**config.mk**
```make
export PLATFORM = sky130hd
export DESIGN_NAME = lot_occupancy_counter
export DESIGN_NICKNAME = d
export VERILOG_FILES = /design/src/rtl/lot_pkg.sv /design/src/rtl/gate_fsm.sv /design/src/rtl/lot_occupancy_counter.sv
export SDC_FILE = /design/constraint.sdc
export NUM_CORES = 1
export LEC_CHECK = 0
export ABC_CLOCK_PERIOD_IN_PS = 3180
export BUFFER_PORTS_ARGS = -buffer_cell sky130_fd_sc_hd__buf_2
export CORE_MARGIN = 5
export CORE_UTILIZATION = 54
export DETAILED_ROUTE_END_ITERATION = 8
export MAX_ROUTING_LAYER = met4
export PLACE_DENSITY = 0.86
export SYNTH_ARGS = -nofsm -noshare
export SYNTH_HDL_FRONTEND = slang
export SYNTH_SLANG_ARGS = --single-unit
```
**constraint.sdc**
```tcl
create_clock -name clk -period 3.18 [get_ports clk]
set_input_delay 0 -clock clk [delete_from_list [all_inputs] [get_ports clk]]
set_output_delay 0 -clock clk [all_outputs]
set_load 0.005 [all_outputs]
```
**src/rtl/lot_pkg.sv**
```systemverilog
`default_nettype none
// ============================================================================
// Module   : lot_pkg
// Purpose  : Shared types and constants for the parking-lot gate counter:
//            passage FSM state encoding and photo-sensor {a,b} patterns.
// Revision : 1.0 - initial release
// ============================================================================
package lot_pkg;

  // Passage FSM states, explicit 3-bit encoding
  typedef enum logic [2:0] {
    IDLE = 3'd0,
    IN1  = 3'd1,
    IN2  = 3'd2,
    IN3  = 3'd3,
    OUT1 = 3'd4,
    OUT2 = 3'd5,
    OUT3 = 3'd6
  } gate_state_t;

  // Sensor patterns written {a,b}; a is the outer beam, b the inner beam
  localparam logic [1:0] NONE   = 2'b00;
  localparam logic [1:0] A_ONLY = 2'b10;
  localparam logic [1:0] B_ONLY = 2'b01;
  localparam logic [1:0] BOTH   = 2'b11;

endpackage : lot_pkg
`default_nettype wire

```
**src/rtl/gate_fsm.sv**
```systemverilog
`default_nettype none
// ============================================================================
// Module   : gate_fsm
// Purpose  : Tracks one vehicle passage through a two-beam gate. Emits a
//            single-cycle strobe when an entry or exit completes, or when an
//            illegal sensor transition is seen. Strobes are decoded from the
//            current state and sampled pattern so the enclosing counter can
//            update on the very edge that samples the completing pattern.
// Revision : 1.0 - initial release
// ============================================================================
module gate_fsm
  import lot_pkg::*;
(
  input  logic clk,
  input  logic rst_n,
  input  logic a,
  input  logic b,
  output logic entry_evt,
  output logic exit_evt,
  output logic seq_err
);

  gate_state_t r_state;
  gate_state_t w_next;
  logic [1:0]  w_pat;

  assign w_pat = {a, b};

  // Next-state and event decode; holding a pattern keeps the state
  always_comb begin
    w_next    = r_state;
    entry_evt = 1'b0;
    exit_evt  = 1'b0;
    seq_err   = 1'b0;
    case (r_state)
      IDLE: begin
        if (w_pat == A_ONLY)      w_next = IN1;
        else if (w_pat == B_ONLY) w_next = OUT1;
        else if (w_pat == BOTH)   seq_err = 1'b1;
      end
      IN1: begin
        if (w_pat == BOTH)        w_next = IN2;
        else if (w_pat == NONE)   w_next = IDLE;
        else if (w_pat == B_ONLY) begin w_next = IDLE; seq_err = 1'b1; end
      end
      IN2: begin
        if (w_pat == B_ONLY)      w_next = IN3;
        else if (w_pat == A_ONLY) w_next = IN1;
        else if (w_pat == NONE)   w_next = IDLE;
      end
      IN3: begin
        if (w_pat == NONE)        begin w_next = IDLE; entry_evt = 1'b1; end
        else if (w_pat == BOTH)   w_next = IN2;
        else if (w_pat == A_ONLY) begin w_next = IDLE; seq_err = 1'b1; end
      end
      OUT1: begin
        if (w_pat == BOTH)        w_next = OUT2;
        else if (w_pat == NONE)   w_next = IDLE;
        else if (w_pat == A_ONLY) begin w_next = IDLE; seq_err = 1'b1; end
      end
      OUT2: begin
        if (w_pat == A_ONLY)      w_next = OUT3;
        else if (w_pat == B_ONLY) w_next = OUT1;
        else if (w_pat == NONE)   w_next = IDLE;
      end
      OUT3: begin
        if (w_pat == NONE)        begin w_next = IDLE; exit_evt = 1'b1; end
        else if (w_pat == BOTH)   w_next = OUT2;
        else if (w_pat == B_ONLY) begin w_next = IDLE; seq_err = 1'b1; end
      end
      default: w_next = IDLE;
    endcase
  end

  // State register; reset discards any partial passage
  always_ff @(posedge clk or negedge rst_n) begin
    if (!rst_n) r_state <= IDLE;
    else        r_state <= w_next;
  end

endmodule : gate_fsm
`default_nettype wire

```
**src/rtl/lot_occupancy_counter.sv**
```systemverilog
`default_nettype none
// ============================================================================
// Module   : lot_occupancy_counter
// Purpose  : Parking-lot occupancy counter. Two photo beams feed a passage
//            FSM; completed entries/exits drive a saturating counter with
//            sticky overflow/underflow flags and one-cycle event pulses.
// Config   : LOT_COUNTER_SYNC_EN - when defined, each sensor passes through
//            a two-flop synchroniser (adds two cycles of event latency).
// Revision : 1.0 - initial release
// ============================================================================
module lot_occupancy_counter
  import lot_pkg::*;
#(
  parameter int WIDTH    = 8,
  parameter int CAPACITY = 200
) (
  input  logic             clk,
  input  logic             rst_n,
  input  logic             sens_a,
  input  logic             sens_b,
  input  logic             clr,
  output logic [WIDTH-1:0] count,
  output logic             full,
  output logic             empty,
  output logic             entry_pulse,
  output logic             exit_pulse,
  output logic             seq_err,
  output logic             ovf,
  output logic             unf
);

  localparam longint     c_max_count = (64'd1 << WIDTH) - 64'd1;
  localparam logic [WIDTH-1:0] c_cap = WIDTH'(CAPACITY);

  generate
    if (CAPACITY < 1 || longint'(CAPACITY) > c_max_count) begin : g_cap_check
      $error("lot_occupancy_counter: CAPACITY must be in 1 .. 2**WIDTH-1");
    end
  endgenerate

  logic w_a;
  logic w_b;

`ifdef LOT_COUNTER_SYNC_EN
  logic [1:0] r_meta;
  logic [1:0] r_sync;

  // Two-flop synchroniser for the asynchronous beam sensors
  always_ff @(posedge clk or negedge rst_n) begin
    if (!rst_n) begin
      r_meta <= 2'b00;
      r_sync <= 2'b00;
    end else begin
      r_meta <= {sens_a, sens_b};
      r_sync <= r_meta;
    end
  end

  assign w_a = r_sync[1];
  assign w_b = r_sync[0];
`else
  assign w_a = sens_a;
  assign w_b = sens_b;
`endif

  logic w_entry;
  logic w_exit;
  logic w_err;

  gate_fsm u_gate_fsm (
    .clk       (clk),
    .rst_n     (rst_n),
    .a         (w_a),
    .b         (w_b),
    .entry_evt (w_entry),
    .exit_evt  (w_exit),
    .seq_err   (w_err)
  );

  logic [WIDTH-1:0] r_count;
  logic             r_ovf;
  logic             r_unf;
  logic             r_entry_pulse;
  logic             r_exit_pulse;
  logic             r_seq_err;

  // Saturating occupancy counter; clr overrides any same-cycle event
  always_ff @(posedge clk or negedge rst_n) begin
    if (!rst_n) begin
      r_count <= '0;
      r_ovf   <= 1'b0;
      r_unf   <= 1'b0;
    end else if (clr) begin
      r_count <= '0;
      r_ovf   <= 1'b0;
      r_unf   <= 1'b0;
    end else if (w_entry) begin
      if (r_count < c_cap) r_count <= r_count + 1'b1;
      else                 r_ovf   <= 1'b1;
    end else if (w_exit) begin
      if (r_count != '0)   r_count <= r_count - 1'b1;
      else                 r_unf   <= 1'b1;
    end
  end

  // Event pulses registered alongside the count so both change together
  always_ff @(posedge clk or negedge rst_n) begin
    if (!rst_n) begin
      r_entry_pulse <= 1'b0;
      r_exit_pulse  <= 1'b0;
      r_seq_err     <= 1'b0;
    end else begin
      r_entry_pulse <= w_entry;
      r_exit_pulse  <= w_exit;
      r_seq_err     <= w_err;
    end
  end

  assign count       = r_count;
  assign full        = (r_count == c_cap);
  assign empty       = (r_count == '0);
  assign entry_pulse = r_entry_pulse;
  assign exit_pulse  = r_exit_pulse;
  assign seq_err     = r_seq_err;
  assign ovf         = r_ovf;
  assign unf         = r_unf;

endmodule : lot_occupancy_counter
`default_nettype wire

```
* Word-level counts from Yosys, hierarchy flattened
Index checks and enable logic that the tools add are counted.
W data, S select, Z words.
** Word-level totals
- Flip-flop bits (word level) :: 16
- Logic and storage cells :: 83
** Cells by class
- Order comparisons :: 1
- Add/sub/neg operators :: 2
- Equality and inequality tests :: 15
- Mux-type cells :: 47
- Reductions and logical operators :: 11
** Operator list (number)
- $mux W3 :: 17
- $mux W8 :: 5
- $mux W1 :: 23
- $pmux W3 S7 :: 1
- $eq A3 B3 Y1 const B :: 3
- $add A8 B1 Y8 const B :: 1
- $eq A8 B8 Y1 const B :: 1
- $logic_not A8 Y1 :: 1
- $lt A8 B8 Y1 const B :: 1
- $reduce_bool A8 Y1 :: 1
- $sub A8 B1 Y8 const B :: 1
- $eq A3 B2 Y1 const B :: 2
- $ne A2 B2 Y1 const B :: 3
- $reduce_and A3 Y1 :: 2
- $reduce_bool A3 Y1 :: 2
- $pmux W1 S5 :: 1
- $eq A2 B2 Y1 const B :: 2
- $reduce_bool A2 Y1 :: 2
- $eq A3 B1 Y1 const B :: 1
- $logic_not A3 Y1 :: 1
- $ne A3 B1 Y1 const B :: 1
- $ne A3 B2 Y1 const B :: 1
- $eq A2 B1 Y1 const B :: 1
- $logic_not A2 Y1 :: 1
- $reduce_and A2 Y1 :: 1

* Logic depth before layout (Yosys ltp)
Gate-level depths: netlist of run 1.
- Word-level depth :: 6
- Mapped depth :: 10
- Gate-level depth less buffers :: 9

* Cells and area by module
Synthesis of run 1 repeated with hierarchy kept, for this count alone.
** Unflattened totals
- Cells, all modules :: 141
- Area, all modules :: 1300.0 µm²
** Modules (own cells, without submodules)
- lot_occupancy_counter :: area each 820.8 µm², seq. area each 325.3 µm², times used 1, cells each 82
- gate_fsm :: area each 479.2 µm², seq. area each 75.1 µm², times used 1, cells each 59

* Worst setup path before layout of run 1
OpenSTA, ideal clock, no wires.
- Path kind :: register to register
- From :: reg u_gate_fsm.r_state[0]
- To :: reg r_count[6], in the netlist count[6]
- Data required time :: 3.058 ns
- Slack :: 0.710 ns
- Data arrival time :: 2.348 ns
- Cell stages (with the launch flop) :: 10
- Period minus slack after synthesis :: 2.470 ns
- Cells stage by stage :: dfrtp_1 buf_4 nand2b_1 or3_4 ha_1 nor2b_1 o31a_1 o21a_1 or3_1 a32o_1
** On the way
- Word-level cells in the longest chain between the ends :: 4
- Elaborated cells between the ends (all ways) :: 10
- Those cells by class :: 3 x eq/ne; 4 x mux; 3 x reduce/logical
** RTL lines
- start, declared :: RTL line gate_fsm.sv:23 : gate_state_t r_state;
- start signal, assigned :: RTL line gate_fsm.sv:78 : else r_state <= w_next;
- $eq A3 B2 Y1 or $eq A3 B3 Y1 (tied branches) :: RTL line gate_fsm.sv:35 : case (r_state)
- $mux W1 :: RTL line gate_fsm.sv:35
- $ne A3 B2 Y1 (no source line), or another cell as far along
- $reduce_and A3 Y1 (no source line) or $mux W8 (tied branches)
- end signal, assigned :: RTL line lot_occupancy_counter.sv:98 : if (r_count < c_cap) r_count <= r_count + 1'b1;
- end signal, assigned :: RTL line lot_occupancy_counter.sv:101 : if (r_count != '0) r_count <= r_count - 1'b1;
- end, declared :: RTL line lot_occupancy_counter.sv:80 : logic [WIDTH-1:0] r_count;
Several ways; a longest one is shown, not always the timed one.
A chain may end at the register's enable or synchronous reset.

* Worst setup path after layout of run 1
- From :: reg u_gate_fsm.r_state[2]
- To :: reg r_count[6], in the netlist count[6]
The elaborated chain is that of the path after synthesis.

==> flow_metrics.py, run 1 <==
metrics = {
    "status": {
        "status": "complete, no violations",
    },
    "logic_synthesis": {
        "synth_edf_count": 0,
        "synth_compound_area_share_pct": 23.9,
        "synth_cell_types": 40,
        "synth_most_common_cell": "dfrtp_1",
        "yosys.area_share.adder_pct": 8.74,
        "synth_top_family_by_area": "compound AO/OA/AOI/OAI gates",
        "synth_top_cell_by_area": "dfrtp_1",
        "synth.top_cell.area_share_pct": 36.8,
        "synthMuxAreaShare_pct": 3.10,
        "synth_area_per_cell_sq_um": 9.47,
        "ys_top_cells_by_area": "dfrtp_1 (37%), ha_1 (6.9%), o21ai_0 (5.1%)",
        "yosys_register_bits": 16,
        "synth_cells": 115,
        "synthSimpleGateAreaFrac_pct": 19.2,
        "synth-xor-area-share_pct": 3.22,
        "yosys-top-cells-count": "dfrtp_1 (16), o21ai_0 (11), nand2_1 (8), nor3_1 (7)",
        "netlist_area_sq_um": 1090,
        "syn_nets": 127,
        "synth_warnings": 0,
        "async_reset_ff_share_pct": 100,
        "synth_ff_type": "dfrtp_1",
        "yosysSeqAreaShare_pct": 36.8,
    },
    "grt": {
        "grt_use_met2_pct": 32.1,
        "grt_util_met3_pct": 4.83,
        "grt_overflow_total": 0,
        "grt_max_degree": 17,
        "top_usage_layer": "met2",
        "grt_usage_pct": 20.0,
        "grt_pass1_wl_um": 4100,
        "grt_antenna_before_repair": 0,
        "use_met1_pct": 24.6,
        "first_global_vias": 898,
    },
    "floorplanning": {
        "pin_count": 20,
        "initial_utilization_pct": 56.1,
        "rows": 16,
        "dieArea_sq_um": 3010,
        "core-area_sq_um": 1940,
        "die_x_um": 54.9,
        "die_h_um": 54.9,
    },
    "setup_path": {
        "cpPeakStageDelay_ns": 0.49,
        "arrival_ns": 2.95,
        "crit_buf_inv": 0,
        "path_cells": "nand2b_1, or3_4, ha_1, nor2b_1, o31a_1, o21a_1, or3_1, a32o_1",
        "start_kind": "flop",
        "cp_top_family": "simple AND/OR/NAND/NOR gates",
        "path_max_fanout": 11,
        "path_class": "flop to flop",
        "endpoint_kind": "flop",
        "cp.required_ns": 3.36,
        "cp_slowest_cell": "dfrtp_1",
    },
    "timing": {
        "max-slew-margin-rel_pct": 64.4,
        "fin_crit_sh_pct": 87.1,
        "finalHoldViolations": 0,
        "clock_skew_ns": 0.00458,
        "hold_slack_ns": 0.0486,
        "setup_tns_ns": 0,
        "rsz0062_at_grt": "false",
        "setup_violations": 0,
        "max_freq_mhz": 361,
        "tightestPinTransition_ns": 0.533,
        "fin_crit_ns": 2.77,
        "slew_viol_final": 0,
        "finalWorstSetupSlack_ns": 0.410,
    },
    "pwr": {
        "intPower_uw": 506,
        "switching_share_pct": 42.3,
        "p_leak_uw": 0.000590,
        "p_sw_uw": 372,
        "p_per_area_nw_per_um2": 715,
        "clock_power_share_pct": 11.9,
        "combPwrFrac_pct": 51.4,
        "seqPwrFrac_pct": 36.7,
        "peakVddDrop_v": 0.000618,
    },
    "layout": {
        "drive_above_1_share_pct": 22.4,
        "final_cell_count_no_fill": 161,
        "fin_nets": 148,
        "num-fill-cells": 163,
        "final_area_sq_um": 1230,
        "antennaDiodeCount": 0,
        "area_growth_pct": 12.9,
    },
    "routing": {
        "finalWirelength_um": 2490,
        "routed_via_density": 6.06,
        "firstDrtPassIters": 4,
        "ant_nets": 0,
        "wl_per_cell_um": 15.5,
        "drc": 0,
        "drtIter0Drc": 11,
        "vias": 975,
    },
    "place": {
        "gp_congestion": 0.868,
        "hpwl_um": 1880,
        "dpl_worst_slack_ns": 0.451,
        "placed_cell_area_sq_um": 1200,
        "numPortBuffers": 19,
        "dp.cells": 157,
    },
    "clock_network": {
        "clk_path_buf_depth": 2,
        "cts_setup_buffers": 0,
        "clk-insertion-delay-late_ns": 0.29,
        "htreeDepth": 1,
        "cts_made_buffers": 3,
        "tritoncts": "done",
        "cts_num_sinks": 16,
        "root_buffer": "clkbuf_4",
        "clk_pin_slew_ns": 0.09,
    },
    "flow_run": {
        "drv_cap": 0,
    },
    "worst_hold_path": {
        "hp-class": "input pin to flop",
    },
}
## worst register-to-register path: stages, from the launching register on
cell and delay [ns]:
dfrtp_1 0.49, nand2b_1 0.20, or3_4 0.45, ha_1 0.35, nor2b_1 0.18, o31a_1 0.27
o21a_1 0.18, or3_1 0.30, a32o_1 0.25
## cell type report
cell class	instances	area, sq um	share of cell area (%)
Multi-Input combinational cell	87	633	51.5
Sequential cell	16	400	32.6
Timing Repair Buffer	21	113	9.16
Tap cell	27	33.8	2.75
Inverter	7	26.3	2.14
Clock buffer	3	22.5	1.83
## kinds of logic (layout without fill, tap and decap cells)
| group | after synthesis | in the layout |
|---|---|---|
| compound gates | 38 | 38 |
| xor+xnor | 4 | 4 |
| flops | 16 | 16 |
| simple gates | 35 | 35 |
| mux | 3 | 3 |
| fa+ha+maj | 7 | 7 |
| buf+inv | 12 | 31 |
## cell usage in the layout, fill, tap and decap left out, drive strengths merged, types with 2 or more instances in the layout
master	instances
clkbuf	3
a21o	2
xnor2	2
o22ai	3
buf	20
nand2	8
ha	6
mux2	3
nor2b	2
nand2b	3
xor2	2
dfrtp	16
o21ai	11
o211ai	2
nor2	6
nor3	7
o21a	2
inv	7
a211oi	3
a21oi	5
or3	2
o31ai	5
## metrics by stage
stage / util [%] / total power [uW]
2_1_floorplan: - / 649
3_3_place_gp: 61.6 / 748
3_5_place_dp: 61.6 / 771
4_1_cts: 63.3 / 879
5_1_grt: 63.3 / 965
6_report: 63.3 / 878
## power groups by stage
stage                     sequential [uW]  clock (uW)  combinational (uW)
after global routing                  333         120                 512
after floorplan                       303           0                 345
after CTS                             319         109                 451
after detailed placement              323           0                 448
final                                 322         104                 452
after global placement                317           0                 431
## layer usage
| metal | vias up | wire length (um) | share of wire, % |
|---|---|---|---|
| li1 | 468 | - | - |
| met1 | 468 | 1060 | 43 |
| met2 | 35 | 1210 | 48 |
| met3 | 4 | 189 | 7.6 |
| met4 | 0 | 31 | 1.2 |
| met5 | - | 0 | 0 |
## registers in the layout (all words and copies together), names as in the netlist
signal              count
count                   8
u_gate_fsm.r_state      3
entry_pulse             1
exit_pulse              1
ovf                     1
seq_err                 1
unf                     1
## what timing repair did
action                    CTS  global route
hold endpoints to repair   16             0
hold buffers                1             0
resized for setup           0             0
## final timing paths
kind,startpoint,end,slack (ns),cells after the start
worst max-delay path,u_gate_fsm.r_state[2]$_DFFE_PN0P_,count[6]$_DFFE_PN0P_,0.41,8
worst min-delay path,sens_a,u_gate_fsm.r_state[2]$_DFFE_PN0P_,0.05,2
worst max register to register,u_gate_fsm.r_state[2]$_DFFE_PN0P_,count[6]$_DFFE_PN0P_,0.41,8
worst min register to register,ovf$_DFFE_PN0P_,ovf$_DFFE_PN0P_,0.49,1
max in group asynchronous,rst_n,exit_pulse$_DFF_PN0_,2.78,2
min in group asynchronous,rst_n,count[6]$_DFFE_PN0P_,0.14,2
No activity file was read; power rests on OpenSTA's default activity.
==> run 2, diff against run 1 <==
PLACE_DENSITY = 0.9   (was 0.86)
==> run 2 against run 1 <==
Maximum frequency decreased by 0.83%. Clock skew is 0.0034 ns lower. Sequential power about the same. Critical endpoint unchanged.
==> flow_metrics.py, run 2 (synthesis results as in run 1) <==
metrics = {
    "grt": {
        "grt_max_degree": 17,
        "grt_overflow_total": 0,
        "first_global_vias": 897,
        "grt_antenna_before_repair": 0,
        "grt_pass1_wl_um": 4060,
        "grt_usage_pct": 19.5,
    },
    "pwr": {
        "combPwrFrac_pct": 50.2,
        "peakVddDrop_v": 0.000436,
        "switching_share_pct": 41.4,
        "seqPwrFrac_pct": 35.3,
        "clock_power_share_pct": 14.5,
        "p_per_area_nw_per_um2": 736,
        "p_leak_uw": 0.000592,
        "power_uw": 909,
        "p_sw_uw": 376,
        "intPower_uw": 533,
    },
    "floorplanning": {
        "core-area_sq_um": 1940,
        "dieArea_sq_um": 3010,
        "pin_count": 20,
        "die_h_um": 54.9,
        "rows": 16,
        "die_x_um": 54.9,
        "initial_utilization_pct": 56.1,
    },
    "timing": {
        "max-slew-margin-rel_pct": 63.8,
        "slew_viol_final": 0,
        "clock_skew_ns": 0.00114,
        "setup_tns_ns": 0,
        "fin_crit_sh_pct": 87.8,
        "finalHoldViolations": 0,
        "tightestPinTransition_ns": 0.541,
        "hold_slack_ns": 0.0349,
        "fin_crit_ns": 2.79,
        "setup_violations": 0,
        "max_freq_mhz": 358,
        "rsz0062_at_grt": "false",
    },
    "routing": {
        "wl_per_cell_um": 15.1,
        "routed_via_density": 6.17,
        "firstDrtPassIters": 6,
        "finalWirelength_um": 2440,
        "drtIter0Drc": 28,
        "drc": 0,
        "vias": 994,
        "ant_nets": 0,
    },
    "clock_network": {
        "cts_made_buffers": 3,
        "cts_setup_buffers": 0,
        "clk_path_buf_depth": 2,
        "root_buffer": "clkbuf_4",
        "tritoncts": "done",
        "cts_hold_buffers": 1,
        "htreeDepth": 1,
        "post_cts_resized": 0,
        "clk_pin_slew_ns": 0.09,
        "clk-insertion-delay-late_ns": 0.29,
        "cts_num_sinks": 16,
    },
    "setup_path": {
        "cp.required_ns": 3.36,
        "path_max_fanout": 11,
        "cp_slowest_cell": "dfrtp_1",
        "start_kind": "flop",
        "arrival_ns": 2.97,
        "path_class": "flop to flop",
        "path_cells": "nand2b_1, or3_4, ha_1, nor2b_1, o31a_1, o21a_1, or3_1, a32o_1",
        "cpPeakStageDelay_ns": 0.49,
        "endpoint_kind": "flop",
    },
    "place": {
        "hpwl_um": 1810,
        "numPortBuffers": 19,
        "gp_congestion": 0.923,
    },
    "layout": {
        "fin_nets": 147,
        "layout_commonest_cell": "buf_2",
        "drive_above_1_share_pct": 22.4,
        "area_growth_pct": 13.4,
        "largest_reg_flops": 8,
        "antennaDiodeCount": 0,
        "mostFrequentLayoutCells": "buf_2 (19), dfrtp_1 (16), o21ai_0 (11)",
    },
    "worst_hold_path": {
        "hp-class": "input pin to flop",
    },
    "status": {
        "status": "complete, no violations",
    },
    "flow_run": {
        "drv_cap": 0,
    },
}
==> run 2: final cells by class <==
cell class	count	area (sq um)
clock buffers	4	36.3
fillers	172	707
inverters	7	26.3
multi-input cells	87	633
flip-flops and latches	16	400
well taps	27	33.8
repair buffers	20	105
==> run 2: final timing paths <==
path,from,end,slack (ns),depth (start not counted)
setup / recovery,u_gate_fsm.r_state[2]$_DFFE_PN0P_,count[6]$_DFFE_PN0P_,0.39,8
hold / removal,sens_a,u_gate_fsm.r_state[2]$_DFFE_PN0P_,0.03,2
setup reg to reg,u_gate_fsm.r_state[2]$_DFFE_PN0P_,count[6]$_DFFE_PN0P_,0.39,8
hold reg to reg,ovf$_DFFE_PN0P_,ovf$_DFFE_PN0P_,0.49,1
max in group asynchronous,rst_n,count[1]$_DFFE_PN0P_,2.79,2
min in group asynchronous,rst_n,count[5]$_DFFE_PN0P_,0.14,2
==> run 2: per-layer routing <==
metal | global-route usage, % | vias up | part of all wire, % | routed length (um)
li1 | - | 469 | - | -
met1 | 24.6 | 455 | 42 | 1030
met2 | 29.1 | 57 | 45 | 1100
met3 | 6.17 | 13 | 9.0 | 219
met4 | 7.69 | 0 | 3.3 | 81
met5 | - | - | 0 | 0
==> run 2: stage by stage <==
step / instance area (sq um) / util (%) / setup slack [ns] / std cells
floorplan: 1090 / - / 0.710 / 115
global placement: 1190 / 61.2 / 0.527 / 156
detailed placement: 1190 / 61.2 / 0.429 / 156
CTS: 1230 / 63.6 / 0.399 / 161
global route: 1230 / 63.6 / 0.272 / 161
finish: 1230 / 63.6 / 0.387 / 161
==> run 2: worst max-delay path: cells and delay by family, from the launching register on <==
kind | cells | cell delay [ns]
AO/OA/AOI/OAI | 3 | 0.70
flip-flops | 1 | 0.49
AND/OR/NAND/NOR | 4 | 1.17
adder cells (fa/ha/maj) | 1 | 0.34
==> run 2: power by group through the flow <==
stage	registers, uW	logic, uW	clock network, uW
floorplan	303	345	0
global placement	317	430	0
detailed placement	322	450	0
CTS	318	456	137
global route	328	509	147
finish	321	456	132
